[src/rtl/syn_forward_scoreboard.sv]
// ID-stage forwarding scoreboard: per-port youngest-producer select and load-use bubble.
// Outputs are combinational from registered slot state and rd_req/rd_used; no backpressure input.
module syn_forward_scoreboard #(
  parameter  int NUM_READ   = 2,
  parameter  int DEPTH      = 3,
  parameter  int REG_BITS   = 5,
  parameter  int LOAD_READY = 1,
  parameter  int CNT_BITS   = 16,
  localparam int SEL_BITS   = $clog2(DEPTH + 1)
) (
  input  logic                         clk,
  input  logic                         rst,
  input  logic                         en,
  input  logic                         stall,
  input  logic                         flush,
  input  logic                         issue_w_en,
  input  logic [REG_BITS-1:0]          issue_w_req,
  input  logic                         issue_is_load,
  input  logic [NUM_READ*REG_BITS-1:0] rd_req,
  input  logic [NUM_READ-1:0]          rd_used,
  output logic [NUM_READ*SEL_BITS-1:0] fwd_sel,
  output logic                         bubble,
  output logic [CNT_BITS-1:0]          bubble_cnt
);

  logic [DEPTH-1:0]    vld_q, vld_d;
  logic [DEPTH-1:0]    ld_q, ld_d;
  logic [REG_BITS-1:0] tag_q [DEPTH];
  logic [REG_BITS-1:0] tag_d [DEPTH];
  logic [CNT_BITS-1:0] cnt_q, cnt_d;

  logic [SEL_BITS-1:0] sel_p;
  logic                haz_p;
  logic                kill;

  // Scan oldest to youngest so the youngest matching slot overwrites older ones.
  always_comb begin
    fwd_sel = '0;
    bubble  = 1'b0;
    sel_p   = '0;
    haz_p   = 1'b0;
    for (int p = 0; p < NUM_READ; p++) begin
      sel_p = '0;
      haz_p = 1'b0;
      for (int k = DEPTH - 1; k >= 0; k--) begin
        if (rd_used[p] && vld_q[k] && (tag_q[k] != '0) &&
            (tag_q[k] == rd_req[p*REG_BITS +: REG_BITS])) begin
          sel_p = SEL_BITS'(k + 1);
          haz_p = ld_q[k] && (k < LOAD_READY);
        end
      end
      fwd_sel[p*SEL_BITS +: SEL_BITS] = sel_p;
      bubble = bubble | haz_p;
    end
  end

  // A held or killed ID instruction still lets older slots drain by one.
  always_comb begin
    kill     = bubble | stall | flush | ~issue_w_en | (issue_w_req == '0);
    vld_d    = '0;
    ld_d     = '0;
    vld_d[0] = ~kill;
    ld_d[0]  = ~kill & issue_is_load;
    tag_d[0] = kill ? '0 : issue_w_req;
    for (int k = 1; k < DEPTH; k++) begin
      vld_d[k] = vld_q[k-1];
      ld_d[k]  = ld_q[k-1];
      tag_d[k] = tag_q[k-1];
    end
    cnt_d = cnt_q;
    if (bubble && (cnt_q != '1)) begin
      cnt_d = cnt_q + CNT_BITS'(1);
    end
  end

  always_ff @(posedge clk) begin
    if (rst) begin
      vld_q <= '0;
      ld_q  <= '0;
      cnt_q <= '0;
      for (int k = 0; k < DEPTH; k++) begin
        tag_q[k] <= '0;
      end
    end else if (en) begin
      vld_q <= vld_d;
      ld_q  <= ld_d;
      cnt_q <= cnt_d;
      for (int k = 0; k < DEPTH; k++) begin
        tag_q[k] <= tag_d[k];
      end
    end
  end

  assign bubble_cnt = cnt_q;

endmodule

[config.mk]
export PLATFORM = sky130hd
export DESIGN_NAME = syn_forward_scoreboard
export DESIGN_NICKNAME = d
export VERILOG_FILES = /design/src/rtl/syn_forward_scoreboard.sv
export SDC_FILE = /design/constraint.sdc
export NUM_CORES = 1
export LEC_CHECK = 0
export BUFFER_PORTS_ARGS = -buffer_cell sky130_fd_sc_hd__buf_2
export CORE_UTILIZATION = 40
export CTS_CLUSTER_SIZE = 24
export DETAILED_ROUTE_END_ITERATION = 10
export SETUP_SLACK_MARGIN = 0.1
export SLEW_MARGIN = 0
export SYNTH_ARGS = -nofsm -noshare
export SYNTH_HDL_FRONTEND = slang
export SYNTH_SLANG_ARGS = --single-unit
[constraint.sdc]
create_clock -name clk -period 2.3 [get_ports clk]
set_clock_uncertainty 0.1 [all_clocks]
set_input_delay 0.23 -clock clk [delete_from_list [all_inputs] [get_ports clk]]
set_output_delay 0.23 -clock clk [all_outputs]
set_load 0.02 [all_outputs]
# Yosys cells after proc, flatten, opt, wreduce, memory -nomap -nowiden
# Memory sizes are Yosys's and may differ from the RTL's.
# Index checks and enable logic that the tools add are counted.
# classes
bitwise_logic	11
muxes	17
eq_ne	7
n_addsub	1
n_reduce_logical	24
# ops
cell	count
5-bit equality test	6
5-bit 2-to-1 mux	4
1-bit logical AND	19
16-bit by 1-bit adder with 16-bit output (second input constant)	1
16-bit != test (second input constant)	1
5-bit nonzero test	3
2-bit 2-to-1 mux	6
1-bit bitwise OR	8
1-bit 2-to-1 mux	7
5-bit zero test	1
1-bit inverter	2
2-bit AND reduction	1
1-bit AND	1
# totals
register_bits	20
in_bits	24
word_cells	64
ram_bits	15
mem_count	1
# memory_table
name	words	word_bits	rd	rd_ports_with_merged_regs	write_ports	line_no	rtl
tag_q	3	5	3	0	3	28	logic [REG_BITS-1:0] tag_q [DEPTH];

# Depth between registers and ports, before layout
# Gate-level depths: netlist (run 1).
# depth
depth_word	11
depth_mapped	8

# Worst setup path after synthesis (run 1)
# OpenSTA, ideal clock, no wires.
# synth_timing
path_type	register to register
start	reg cnt_q[3], in the netlist bubble_cnt[3]
end	reg cnt_q[11], in the netlist bubble_cnt[11]
path_slack_ns	0.190
stages_incl_launch_ff	6
arrival_time_ns	1.889
t_required_ns	2.079
cell_sequence	dfxtp_1 nand4_2 or2_4 or3_1 nor4_1 mux2_2
# synth_via
elab_chain_len	3
elab_cells_between_ends	4
classes_between	add/sub: 1; eq/ne: 1; reduce/logical: 2
# synth_lines
item	line_no	rtl
start: declaration	30	logic [CNT_BITS-1:0] cnt_q, cnt_d;
start signal: assignment	87	cnt_q <= cnt_d;
parallel branches: the longest is 3 deep, another holds 16-bit by 1-bit adder with 16-bit output	-	
# Parallel ways; which one is timed is not known.
# A chain may end at the register's enable or synchronous reset.

==> results of run 1 <==
-- where the power goes --
group | internal, mW | total [mW] | switching [mW] | leakage (nW)
registers | 0.666 | 0.685 | 0.0192 | 0.327
clock network | 0.322 | 0.549 | 0.226 | 0.0581
logic | 0.0723 | 0.150 | 0.0775 | 0.733
total | 1.06 | 1.38 | 0.323 | 1.12
-- cell usage after synthesis (2+ instances only) --
master    instances
a21oi_1          12
and2_1           17
and3_1            2
buf_4             2
clkbuf_1          2
dfxtp_1          20
edfxtp_1         15
inv_1             6
mux2_2            3
mux2i_1           2
nand2_1           6
nand3_1           9
nand4_1           7
nor2_1           14
nor2b_1           6
nor3_1            3
nor4_1            8
o21a_1            3
o21ai_0          11
o31ai_1           7
or3_1             4
or4_1            11
xnor2_1           6
xor2_1           24
-- per-layer routing --
metal / up-vias / part of all wire (%) / track usage, % / wire [microns]
met5: - / 0 / 0 / 0
met4: 0 / 0.90 / 4.58 / 44
met3: 6 / 3.8 / 4.28 / 185
met2: 38 / 44 / 26.7 / 2140
met1: 838 / 51 / 27.9 / 2510
li1: 915 / - / - / -
-- final timing paths --
kind / from / endpoint / slack [ns]
min: issue_is_load / ld_q[0] / 0.07
max: tag_q[0][1] / bubble / -0.04
max reg2reg: tag_q[0][2] / bubble_cnt[2] / 0.06
min reg2reg: vld_q[2] / vld_q[2] / 0.41
-- timing repair --
action,CTS,global route
endpoints found under the hold margin,0,0
cloned,0,1
endpoints found under the setup margin,17,26
gates resized for setup,11,30
buffers inserted,4,8
pin swaps,9,26
-- stage by stage --
step                setup WS [ns]  utilization [%]  std cells
floorplan                   0.190                -        213
global placement           0.0216             49.4        328
detailed placement        -0.0407             49.4        328
CTS                     -0.000119             53.0        340
global route               -0.136             56.8        348
finish                    -0.0367             56.8        348
-- cell type report --
cell class | instances | share of cell area [%]
Clock inverter | 3 | 1.61
Inverter | 6 | 0.828
Clock buffer | 5 | 2.53
Multi-Input combinational cell | 167 | 45.8
Tap cell | 67 | 3.08
Sequential cell | 35 | 31.3
Timing Repair Buffer | 65 | 14.9
-- sequential cells by signal, indices dropped and copies added (netlist names) --
register    cells
bubble_cnt     16
ld_q            1
tag_q          15
vld_q           3
-- critical path, stage by stage, from the launching register on --
cell and delay (ns):
edfxtp_1 0.45, or4_4 0.56, o21a_1 0.23, o211ai_1 0.22, inv_1 0.11, buf_6 0.15
-- kinds of logic (layout without fill, tap and decap cells) --
| group | after synthesis | count (layout) | share of synthesized area, % |
|---|---|---|---|
| compound gates | 39 | 40 | 12.4 |
| fa+ha+maj | 1 | 1 | 0.619 |
| xor+xnor | 30 | 30 | 13.0 |
| mux | 6 | 6 | 3.22 |
| simple gates | 90 | 90 | 25.7 |
| flops | 35 | 35 | 42.1 |
| buf+inv | 12 | 79 | 2.97 |
==> out/qor.yml, run 1 <==
placement:
  portBuffers: 44
  placed_area_sq_um: 2360
  place.gp.congestion: 0.793
  dpl.hpwl_mm: 3.48
synth:
  ys_warn_count: 0
  synthDistinctLibCells: 37
  synth_top_area_cell: "edfxtp_1"
  syn_avg_cell_area_sq_um: 9.49
  synth_seq_cells: 35
  syn_nets: 238
  netlist_area_sq_um: 2020
  ys.flop_type: "dfxtp_1"
  yosys-top-cells-area: "edfxtp_1, dfxtp_1, xor2_1"
  post-synth-top-area-fraction_pct: 22.3
  synth_edf_count: 15
  seq_area_frac_synth_pct: 42.1
  synth_cells: 213
  async_flop_share_pct: 0
power:
  power_mw: 1.38
  p_leak_nw: 1.12
  vdd_ir_drop_max_mv: 0.308
  powerDensity_nw_per_um2: 508
clocking:
  insertion_delay_ns: 0.29
  clockBufferDepth: 2
  clock_sinks: 35
  clk_pin_slew_ns: 0.07
  numCtsBuffers: 5
  tritoncts: "built"
  postCtsHoldBufs: 0
  htree_levels: 2
  cts_root_buf: "clkbuf_8"
timing:
  hold_viol_final: 0
  fin_setup_tns_ns: -0.0367
  period_needed_ns: 2.34
  fin_ws_ns: -0.0367
  rsz0062_at_grt: "true"
  drv_slew: 0
  fmax_mhz: 428
  worstMarginPinSlew_ns: 0.614
  max_slew_margin_pct: 59.0
  timing.hold.ws_ns: 0.0657
  finalSetupViolCount: 1
  min_period_over_period_pct: 102
final_layout:
  regArea_sq_um: 852
  final_cell_area_sq_um: 2720
  drive_gt1_share_pct: 37.4
  layout_common_cells: "buf_2, xor2_1, dfxtp_1, buf_4, and2_1"
  nets: 305
  final_common_cell: "buf_2"
  num-fill-cells: 439
  area_delta_synth_final_pct: 34.5
  multi_input_area_sq_um: 1240
  diodes: 0
route:
  initialDrtViolationCount: 108
  ant_nets: 0
  post_drt_wl_per_cell_microns: 14.0
  routed_wl_mm: 4.87
  drc_errors: 0
  num_vias: 1797
  vias_per_cell: 5.16
  first_pass_iters: 4
global_routing:
  grt_pass1_wl_mm: 7.58
  grt_pass1_vias: 1604
  globalRouteOverflowTotal: 0
  grt_max_degree: 25
  antenna_found_initial: 0
  track_usage_pct: 18.6
worst_setup_path:
  critPathKind: "flip-flop to output port"
  crit_fanout: 5
  required_ns: 1.97
  crit_path_end_kind: "output port"
  cp-start-kind: "flip-flop"
  r2r_cells: 7
  cp.arrival_ns: 2.01
floorplan:
  die_area_sq_um: 5340
  die_h_microns: 73.1
  initial_core_util_pct: 42.2
  die_width_microns: 73.1
  design.core.area_sq_um: 4790
  core.rowCount: 25
  io_pins: 45
outcome:
  status: "finished, violations left"
  violations: "setup timing"
hold_path:
  hold_depth: 3
  min_path_type: "input pin to flip-flop"
run:
  cap_violations: 0
Note: power is estimated with default switching activity, not from simulation.
==> run 2: changes to the inputs <==
- clock period: 2.3 -> 2.4 ns (I/O delays scaled with it)
==> out/qor.yml, run 2 (synthesis gave the netlist of run 1 again) <==
clocking:
  postCtsHoldBufs: 0  # unchanged
  clk_pin_slew_ns: 0.07  # about the same
  numCtsBuffers: 5  # unchanged
  tritoncts: "built"
  clock_sinks: 35  # unchanged
  insertion_delay_ns: 0.29  # about the same
  htree_levels: 2  # unchanged
  clockBufferDepth: 2  # unchanged
  cts_root_buf: "clkbuf_8"
worst_setup_path:
  cp-start-kind: "flip-flop"
  crit_fanout: 4  # -1
  cp.arrival_ns: 1.94  # -0.07 ns
  crit_path_max_incr_delay_ns: 0.57  # about the same
  critPathKind: "flip-flop to output port"
  path_cells: "or4_4 -> o21a_1 -> o211ai_1 -> inv_1 -> buf_4"
  crit_path_end_kind: "output port"
  slowest_stage: "or4_4"
  required_ns: 2.06  # +0.09 ns
power:
  net-switching-power_mw: 0.292  # -9.5%
  power_mw: 1.19  # -14%
  vdd_ir_drop_max_mv: 0.283  # -8.2%
  pwr-share-comb_pct: 10.5  # -0.3 points
  p_leak_nw: 1.05  # -5.9%
  p_seq_share_pct: 55.2  # +5.7 points
  internal-power_mw: 0.899  # -15%
  switching_share_pct: 24.5  # +1.2 points
  powerDensity_nw_per_um2: 467  # -8.1%
  p_clk_share_pct: 34.2  # -5.5 points
route:
  drc_errors: 0  # unchanged
  initialDrtViolationCount: 92  # -15%
  num_vias: 1769  # -1.6%
  post_drt_wl_per_cell_microns: 13.6  # -2.6%
  first_pass_iters: 4  # unchanged
  ant_nets: 0  # unchanged
  vias_per_cell: 5.19  # +0.46%
  routed_wl_mm: 4.65  # -4.6%
placement:
  portBuffers: 44  # unchanged
  dpl.hpwl_mm: 3.44  # -1.1%
  pre_cts_ws_ns: 0.0620  # +0.103 ns
  place_inst: 325  # -0.91%
  place.gp.congestion: 0.749  # -5.5%
floorplan:
  die_width_microns: 73.1  # unchanged
  core.rowCount: 25  # unchanged
  die_h_microns: 73.1  # unchanged
  initial_core_util_pct: 42.2  # unchanged
  design.core.area_sq_um: 4790  # unchanged
  die_area_sq_um: 5340  # unchanged
  io_pins: 45  # unchanged
timing:
  worstMarginPinSlew_ns: 0.585  # -0.0287 ns
  timing.hold.ws_ns: 0.0684  # +0.00267 ns
  fin_ws_ns: 0.122  # +0.159 ns
  hold_viol_final: 0  # unchanged
  drv_slew: 0  # unchanged
  fin_setup_tns_ns: 0  # +0.0367 ns
  min_period_over_period_pct: 94.9
  max_slew_margin_pct: 61.0  # +1.9 points
  rsz0062_at_grt: "true"
  finalSetupViolCount: 0  # -1
  period_needed_ns: 2.28
  fmax_mhz: 439
final_layout:
  layout_common_cells: "buf_2, xor2_1, dfxtp_1"
  num-fill-cells: 466  # +6.2%
  drive_gt1_share_pct: 31.0  # -6.3 points
  diodes: 0  # unchanged
  nets: 298  # -2.3%
  final_common_cell: "buf_2"
  fin_cells: 341  # -2.0%
  largest_register_ffs: 16  # unchanged
  area_delta_synth_final_pct: 26.1
hold_path:
  min_path_type: "input pin to flip-flop"
outcome:
  status: "completed"
global_routing:
  track_usage_pct: 18.3  # -0.28 points
  antenna_found_initial: 0  # unchanged
  grt_pass1_wl_mm: 7.42  # -2.0%
  grt_pass1_vias: 1569  # -2.2%
  globalRouteOverflowTotal: 0  # unchanged
  grt_max_degree: 25  # unchanged
run:
  cap_violations: 0  # unchanged
run 2: cell types whose count changed in the layout (fill, tap and decap cells not counted), sizes merged:
cell and change:
bufinv -1, o21ai -1, clkbuf +1, buf -6
run 2: what timing repair did:
action                                  in CTS  in global routing
gates resized for setup                      6                 16
pin swaps                                    5                 14
endpoints found under the setup margin      10                 20
setup buffers                                2                  6
run 2: through the flow:
stage	cell area, sq um	utilization, %
after global placement	2340	48.9
after CTS	2450	51.2
after global routing	2550	53.3
final	2550	53.3
after floorplan	2020	-
after detailed placement	2340	48.9
run 2: final timing paths:
kind | startpoint | endpoint | slack [ns] | depth (start not counted)
min reg2reg | vld_q[2] | vld_q[2] | 0.42 | 2
min | issue_is_load | ld_q[0] | 0.07 | 3
max reg2reg | tag_q[0][4] | tag_q[0][4] | 0.19 | 7
max | tag_q[0][4] | bubble | 0.12 | 5
run 2: final cells by class:
type,count,area (sq um),area share [%]
clock inverters,2,8.76,0.344
flip-flops and latches,35,851,33.4
inverters,6,22.5,0.884
repair buffers,59,348,13.6
multi-input cells,166,1160,45.6
well taps,67,83.8,3.29
clock buffers,6,72.6,2.85
run 2: routing by layer:
metal	track usage, %	vias up	routed length [microns]
met1	27.0	829	2380
met2	26.6	36	2030
li1	-	897	-
met4	5.23	0	59
met3	4.28	7	178
met5	0	-	0
run 2: power by group through the flow:
stage                     clock network (mW)  registers, mW  logic, mW
after floorplan                            0          0.666     0.0668
after global placement                     0          0.671      0.112
after detailed placement                   0          0.672      0.113
after CTS                              0.415          0.659      0.116
after global routing                   0.452          0.660      0.141
final                                  0.408          0.658      0.126
run 2: critical path, delay by kind of cell, from the launching register on:
kind / cells / cell delay, ns
flops: 1 / 0.46
compound gates: 2 / 0.38
simple gates: 1 / 0.57
buf+inv: 2 / 0.24
==> run 3: changes to the inputs <==
- CTS_CLUSTER_SIZE: 24 -> 30
- SETUP_SLACK_MARGIN: 0.1 -> 0.15
==> out/qor.yml, run 3 (synthesis gave the netlist of run 1 again) <==
placement:
  placed_area_sq_um: 2340  # unchanged
  portBuffers: 44  # unchanged
  dpl.hpwl_mm: 3.44  # unchanged
  place_inst: 325  # unchanged
  place.gp.congestion: 0.749  # unchanged
  pre_cts_ws_ns: 0.0620  # unchanged
floorplan:
  design.core.area_sq_um: 4790  # unchanged
  io_pins: 45  # unchanged
  initial_core_util_pct: 42.2  # unchanged
  core.rowCount: 25  # unchanged
  die_area_sq_um: 5340  # unchanged
  die_h_microns: 73.1  # unchanged
  die_width_microns: 73.1  # unchanged
route:
  initialDrtViolationCount: 80  # -13%
  drc_errors: 0  # unchanged
  ant_nets: 0  # unchanged
  first_pass_iters: 4  # unchanged
  post_drt_wl_per_cell_microns: 14.2  # +4.5%
  num_vias: 1833  # +3.6%
  routed_wl_mm: 4.97  # +6.9%
  vias_per_cell: 5.25  # +1.2%
clocking:
  postCtsHoldBufs: 0  # unchanged
  numCtsBuffers: 5  # unchanged
  insertion_delay_ns: 0.29  # about the same
  tritoncts: "built"
  clk_pin_slew_ns: 0.07  # about the same
  clockBufferDepth: 2  # unchanged
  cts_root_buf: "clkbuf_8"
  htree_levels: 2  # unchanged
  clock_sinks: 35  # unchanged
worst_setup_path:
  critPathKind: "flip-flop to flip-flop"
  r2r_slack_ns: 0.12  # -0.07 ns
  crit_fanout: 8  # +4
  timing.rr.end: "bubble_cnt[0]"
  crit_path_end_kind: "flip-flop"
  slowest_stage: "or4_4"
  path_cells: "or4_4 -> o21ai_1 -> nor2_4 -> o21ai_4 -> buf_4 -> nor2_1 -> mux2_2"
  r2r_cells: 7  # unchanged
  cp.arrival_ns: 2.37  # +0.43 ns
  crit_family: "simple AND/OR/NAND/NOR gates"
  required_ns: 2.48  # +0.42 ns
  crit_path_max_incr_delay_ns: 0.57  # about the same
  crit_path_start: "tag_q[0][4]"
  crit_end: "bubble_cnt[0]"
  path_depth: 7  # +2
  worst-path-buf-inv: 1  # -1
  cp-start-kind: "flip-flop"
  r2r-start: "tag_q[0][4]"
run:
  cap_violations: 0  # unchanged
hold_path:
  min_path_type: "input pin to flip-flop"
power:
  p_leak_nw: 1.09  # +3.9%
  power_mw: 1.21  # +1.5%
  vdd_ir_drop_max_mv: 0.290  # +2.5%
  powerDensity_nw_per_um2: 453  # -3.0%
outcome:
  status: "completed"
global_routing:
  globalRouteOverflowTotal: 0  # unchanged
  grt_max_degree: 25  # unchanged
  antenna_found_initial: 0  # unchanged
  track_usage_pct: 18.5  # +0.18 points
  grt_pass1_wl_mm: 7.48  # +0.74%
  grt_pass1_vias: 1580  # +0.70%
timing:
  fin_ws_ns: 0.115  # -0.00698 ns
  hold_viol_final: 0  # unchanged
  fin_setup_tns_ns: 0  # unchanged
  min_period_over_period_pct: 95.2  # +0.29 points
  fmax_mhz: 438  # -0.31%
  rsz0062_at_grt: "true"
  period_needed_ns: 2.28  # +0.00698 ns
  drv_slew: 0  # unchanged
  timing.hold.ws_ns: 0.0684  # +0.0000189 ns
  max_slew_margin_pct: 59.2  # -1.8 points
  finalSetupViolCount: 0  # unchanged
  worstMarginPinSlew_ns: 0.612  # +0.0267 ns
final_layout:
  area_delta_synth_final_pct: 31.9
  layout_common_cells: "buf_2, xor2_1, buf_4"
  final_common_cell: "buf_2"
  diodes: 0  # unchanged
  nets: 306  # +2.7%
  final_cell_area_sq_um: 2670  # +4.7%
  fin_util_pct: 55.7  # +2.5 points
  largest_register_ffs: 16  # unchanged
  drive_gt1_share_pct: 36.5  # +5.5 points
  num-fill-cells: 457  # -1.9%
  fin_cells: 349  # +2.3%
[run 3: cell count changes in the layout (fill, tap and decap cells not counted), sizes merged]
| cell | delta |
|---|---|
| buf | +7 |
| o21ai | +1 |
[run 3: report_power, final]
group	switching, mW	internal [mW]
registers	0.0189	0.638
clock network	0.213	0.199
logic	0.0728	0.0677
total	0.304	0.905
[run 3: worst register-to-register path, delay by kind of cell, from the launching register on]
| kind | cells | cell delay [ns] |
|---|---|---|
| AO/OA/AOI/OAI | 2 | 0.47 |
| buffers and inverters | 1 | 0.17 |
| AND/OR/NAND/NOR | 3 | 0.73 |
| multiplexers | 1 | 0.25 |
| flip-flops | 1 | 0.46 |
[run 3: repair_timing]
| item | in CTS | in global routing |
|---|---|---|
| gates resized for setup | 6 | 29 |
| endpoints found under the setup margin | 18 | 22 |
| endpoints found under the hold margin | 0 | 0 |
| buffers inserted | 6 | 9 |
| cloned | 0 | 1 |
| pin swaps | 7 | 19 |
[run 3: how the worst min path moves through the flow]
stage             startpoint      end  cells past startpoint
2_1_floorplan  issue_is_load  ld_q[0]                      2
3_3_place_gp   issue_is_load  ld_q[0]                      3
3_5_place_dp   issue_is_load  ld_q[0]                      3
4_1_cts        issue_is_load  ld_q[0]                      3
5_1_grt        issue_is_load  ld_q[0]                      3
6_report       issue_is_load  ld_q[0]                      3
[run 3: layout make-up]
type	count	area [sq um]	area share, %
Clock buffer	6	72.6	2.72
Clock inverter	2	8.76	0.328
Inverter	6	22.5	0.844
Multi-Input combinational cell	167	1230	46.3
Sequential cell	35	851	31.9
Tap cell	67	83.8	3.14
Timing Repair Buffer	66	394	14.8
[run 3: per-layer routing]
metal / vias up / global-route usage, % / part of all wire [%]
li1: 918 / - / -
met1: 870 / 27.1 / 50
met2: 36 / 27.2 / 44
met3: 9 / 4.28 / 3.7
met4: 0 / 5.23 / 1.5
met5: - / 0 / 0
